`config.mk`:
```
export PLATFORM = sky130hd
export DESIGN_NAME = push_btn_bank
export DESIGN_NICKNAME = d
export VERILOG_FILES = /design/src/rtl/push_btn_bank.sv
export SDC_FILE = /design/constraint.sdc
export NUM_CORES = 1
export LEC_CHECK = 0
export ABC_AREA = 1
export CAP_MARGIN = 20
export CORE_ASPECT_RATIO = 1.1
export CORE_MARGIN = 5
export CORE_UTILIZATION = 41
export DETAILED_ROUTE_END_ITERATION = 10
export PLACE_DENSITY = 0.73
export SYNTH_ARGS = -nofsm -noshare
export SYNTH_HDL_FRONTEND = slang
export SYNTH_SLANG_ARGS = --single-unit
```
`constraint.sdc`:
```
create_clock -name clock -period 0.8 [get_ports clock]
set_clock_uncertainty 0.05 [all_clocks]
set_input_delay 0.12 -clock clock [delete_from_list [all_inputs] [get_ports clock]]
set_output_delay 0.12 -clock clock [all_outputs]
set_load 0.005 [all_outputs]
```
`src/rtl/push_btn_bank.sv`:
```
// rtl/push_btn_bank.sv - four sticky push-button flags read through a 12-bit instruction word
module push_btn_bank (
  input  logic        clock,
  input  logic        reset,
  input  logic [11:0] inst,
  input  logic        inst_en,
  input  logic        btn0,
  input  logic        btn1,
  input  logic        btn2,
  input  logic        btn3,
  output logic [3:0]  btn_state
);

  localparam logic [0:0] READY = 1'b0;
  localparam logic [0:0] ERROR = 1'b1;

  localparam logic [3:0] OP_NOP = 4'h0;
  localparam logic [3:0] OP_RSA = 4'h1;
  localparam logic [3:0] OP_RS0 = 4'h2;
  localparam logic [3:0] OP_RS1 = 4'h3;
  localparam logic [3:0] OP_RS2 = 4'h4;
  localparam logic [3:0] OP_RS3 = 4'h5;

  logic [0:0] state;
  logic [3:0] sync1;
  logic [3:0] sync2;
  logic [3:0] prev;
  logic [3:0] flag;
  logic [3:0] press;
  logic [3:0] hit;
  logic [3:0] sel;
  logic [3:0] opcode;

  assign opcode = inst[11:8];
  assign press  = sync2 & ~prev;
  // A press landing in the same cycle as a read is reported by that read.
  assign hit    = flag | press;

  always_comb begin
    sel = 4'b0000;
    case (opcode)
      OP_RSA:  sel = 4'b1111;
      OP_RS0:  sel = 4'b0001;
      OP_RS1:  sel = 4'b0010;
      OP_RS2:  sel = 4'b0100;
      OP_RS3:  sel = 4'b1000;
      default: sel = 4'b0000;
    endcase
  end

  always_ff @(posedge clock) begin
    if (reset) begin
      state     <= READY;
      sync1     <= 4'b0000;
      sync2     <= 4'b0000;
      prev      <= 4'b0000;
      flag      <= 4'b0000;
      btn_state <= 4'b0000;
    end else begin
      sync1 <= {btn3, btn2, btn1, btn0};
      sync2 <= sync1;
      prev  <= sync2;
      flag  <= hit;
      if (state == ERROR) begin
        btn_state <= 4'b0000;
      end else if (inst_en) begin
        if (opcode == OP_NOP) begin
          btn_state <= btn_state;
        end else if (opcode <= OP_RS3) begin
          btn_state <= hit & sel;
          flag      <= hit & ~sel;
        end else begin
          state     <= ERROR;
          btn_state <= 4'b0000;
        end
      end
    end
  end

endmodule

```
[Yosys cells after proc, flatten, opt, wreduce, memory -nomap -nowiden]
Index checks and enable logic that the tools add are counted.
Operators by class
  add/sub/neg operators: 0
  multiply operators: 0
  divide/modulo/power cells: 0
  order comparisons: 1
  equal/unequal tests: 5
  shifts and indexed selects: 0
  mux-type cells: 10
  bitwise operators: 7
  reductions and logical operators: 3
Operators with widths (count)
  4-bit two-way mux: 5
  4-bit one-hot mux with 5 select lines: 1
  4-bit bitwise AND: 3
  4-bit by 2-bit == test with 1-bit output, second input constant: 2
  4-bit by 3-bit == test with 1-bit output, second input constant: 2
  4-bit inverter: 2
  4-bit by 1-bit == test with 1-bit output, second input constant: 1
  4-bit by 3-bit less-or-equal comparator with 1-bit output, second input constant: 1
  4-bit logical NOT: 1
  1-bit two-way mux: 4
  4-bit bitwise OR: 1
  2-bit AND reduction: 1
  2-bit OR reduction: 1
  1-bit inverter: 1
Word-level totals
  bits in registers: 21
  bits in latches: 0
  bits in writable memories: 0
  ROM bits: 0
  bits of input ports: 19
  word-level logic and storage cells: 32
  memories kept: 0

[Logic depth before layout (Yosys ltp)]
  word-level depth: 8
  depth in mapped cells: 7
  gate-level depth less buffers: 7

[Least setup slack after synthesis]
No wires, ideal clock.
  path kind: flip-flop to flip-flop
  start point: register sync2[2]
  end point: register btn_state[2]
  library setup time: 0.067 ns
  arrival time: 0.699 ns
  data required time: 0.683 ns
  path slack: -0.016 ns
  stages on the path, launching flop included: 7
  path buffers: 0
  period minus slack after synthesis: 0.816 ns
  path through: dfxtp_1 > inv_1 > nor2_1 > nor2_1 > nor2_1 > nand2_1 > a21oi_2
Between the ends
  longest elaborated chain between the ends: 4
Ends and longest elaborated chain
  from (decl): RTL line 26  | logic [3:0] sync2;
  from (signal assigned): RTL line 61  | sync2 <= sync1;
  4-bit bitwise AND: RTL line 35  | assign press = sync2 & ~prev;
  4-bit bitwise OR: RTL line 37  | assign hit = flag | press;
  4-bit bitwise AND: RTL line 70  | btn_state <= hit & sel;
  4-bit two-way mux: RTL line 69  | end else if (opcode <= OP_RS3) begin
  to (signal assigned): RTL line 68  | btn_state <= btn_state;
  to (signal assigned): RTL line 70
  to (decl): RTL line 11  | output logic [3:0] btn_state
No other way between the ends.
A chain may end at the register's enable or synchronous reset.

[Worst setup path after layout]
  start point: register btn_state[2]
  end point: output port btn_state[2]
No word-level cell between the ends.

==> flow_summary.yaml <==
cts:
  cts_buffers: 3
  postCtsHoldBufs: 0
  h-tree-depth: 1
  root_buffer: "clkbuf_4"
  cts_buffer_depth: 2
  clk_pin_slew_worst_paths_ps: 110
  cts.sinks: 21
  worstSkewPairLatency_ps: 300
  cts_tree: "yes"
place:
  place_area_um2: 1050
  gp_congestion: 0.799
  hpwl_mm: 1.12
  port_buffers: 14
power_and_ir_drop:
  p_per_area_nw_per_um2: 1650
  peakVddDrop_mv: 0.991
  power_mw: 1.86
  p_leak_nw: 0.497
  swShare_pct: 24.7
  pwr-share-comb_pct: 13.6
  p_int_mw: 1.40
  clkPwrFrac_pct: 26.8
  sequentialPowerShare_pct: 59.5
  p_sw_uw: 459
timing:
  tightest_slew_ps: 231
  finalCriticalPeriod_ps: 924
  setup_viol: 10
  fin_ws_ps: -124
  rsz0062_at_grt: "yes"
  max_freq_mhz: 1080
  final_max_slew_viol_count: 0
  final-hold-violation-count: 0
  post-route-period-util_pct: 116
  tns_ps: -683
  slew_headroom_pct: 84.6
run:
  maxCapViolCount: 0
grt:
  first_global_vias: 669
  grt_pass1_wl_mm: 2.60
  grt-ovfl-total: 0
  grt_use_total_pct: 11.6
  grt_antenna_before_repair: 0
  grt_max_degree: 14
yosys:
  synth-seq-cells: 21
  syn_avg_cell_area_um2: 7.80
  synthesis.area_um2: 835
  syn_nets: 126
  synth_edf_count: 0
  synthDistinctLibCells: 17
  synth.largest_area_cell: "dfxtp_1"
  ys_top_cells_by_count: "26 x nor2_1, 21 x dfxtp_1, 20 x inv_1"
  yosys-top-cells-area: "dfxtp_1 50%, nor2_1 12%, inv_1 9.0%"
  synth-main-ff-cell: "dfxtp_1"
  synth_cells: 107
  ys_seq_area_share_pct: 50.4
  yosys_warnings: 0
  synth-async-reset-ratio_pct: 0
  synth_top_area_share_pct: 50.4
  yosysMostFrequentCell: "nor2_1"
layout:
  fin_util_pct: 56.9
  syn_to_final_growth_pct: 34.8
  fillers: 190
  postLayoutCellArea_um2: 1120
  drive_gt1_share_pct: 43.5
  fin_nets: 151
  multi_input_area_um2: 387
  seq_area_um2: 432
  diodes: 0
critical_path:
  crit_buf_inv: 1
  cp_top_family: "flip-flops"
  startpoint_type: "register"
  crit_arrival_ps: 750
  crit_required_ps: 630
  crit_type: "register to primary output"
  path_cells: "buf_2"
  rrSetupSlack_ps: -70
  crit_path_end_kind: "primary output"
  critPathMaxFanout: 2
  crit_slowest_cell: "dfxtp_2"
  cpPeakStageDelay_ps: 340
drt:
  drt_iter0_markers: 14
  route.detailed.drc: 0
  dr_total_vias: 672
  vias_per_cell: 4.23
  wire_per_inst_um: 10.1
  drt_wl_total_mm: 1.60
  drtPass1Iterations: 4
  postRouteAntennaNets: 0
min_path:
  hold_path.class: "input port to register"
floorplan:
  die_h_um: 57.3
  fp.coreArea_um2: 1980
  die_w_um: 53.0
  start_util_pct: 42.2
  row_count: 17
  dieArea_um2: 3040
  pin_count: 23
run_status:
  violations: "setup timing"
  status: "complete, but fails checks"
## per-layer routing
metal	part of all wire [%]	vias up	track usage, %
li1	-	364	-
met1	44	295	12.8
met2	51	13	19.9
met3	4.6	0	2.09
met4	0	0	7.66
met5	0	-	0
## logic make-up (layout without fill, tap and decap cells)
family,Yosys count,after routing,share of synthesized area [%]
DFF,21,21,50.4
and+or+nand+nor,54,54,31.8
buffers and inverters,22,46,9.89
AOI/OAI and AO/OA,10,10,7.95
## final timing paths
check	startpoint	endpoint	depth (start not counted)
setup reg to reg	sync2[2]	btn_state[2]	6
hold / removal	inst[8]	flag[1]	4
hold reg to reg	sync1[2]	sync2[2]	2
setup / recovery	btn_state[2]	btn_state[2]	1
## layout make-up
class                           count  area share (%)
Clock buffer                        4            2.34
Inverter                           21            7.23
Multi-Input combinational cell     64            34.4
Sequential cell                    21            38.4
Tap cell                           28            3.11
Timing Repair Buffer               21            14.6
## stage by stage
stage	setup WS (ps)	instances	hold WS [ps]
floorplan	-15.9	107	139
global placement	-570	154	339
detailed placement	-602	154	345
CTS	-144	159	248
global route	-156	159	195
finish	-124	159	169
## registers in the layout (all words and copies together) (netlist names)
register   count
btn_state      4
flag           4
prev           4
state          1
sync1          4
sync2          4
## timing repair
action | 4_1_cts | 5_1_grt
endpoints found under the setup margin | 13 | 12
gates resized for setup | 39 | 20
buffers inserted | 1 | 0
pin swaps | 8 | 8
## power by group through the flow
| stage | registers, mW | logic, mW | clock network (mW) |
|---|---|---|---|
| after floorplan | 1.12 | 0.124 | 0 |
| after global placement | 1.12 | 0.220 | 0 |
| after detailed placement | 1.12 | 0.226 | 0 |
| after CTS | 1.10 | 0.234 | 0.525 |
| after global routing | 1.11 | 0.281 | 0.570 |
| final | 1.10 | 0.253 | 0.498 |
## placed cells by master (no fill, tap or decap), types with 2 or more instances in the layout
master           netlist  final
a21oi_1                3      2
a21oi_2                3      4
buf_2                  0      3
buf_4                  0      7
clkbuf_2               0      3
clkbuf_4               0      3
clkdlybuf4s50_1        0      5
dfxtp_1               21     12
dfxtp_2                0      9
inv_1                 20     14
inv_2                  1      6
nand2_1               16     14
nand2_2                2      4
nand2_4                2      2
nand3_2                2      2
nor2_1                26     22
nor2_2                 2      5
nor2_4                 2      3
o21ai_0                2      2
o21bai_4               0      2
Power figures use the tool's default switching activity.
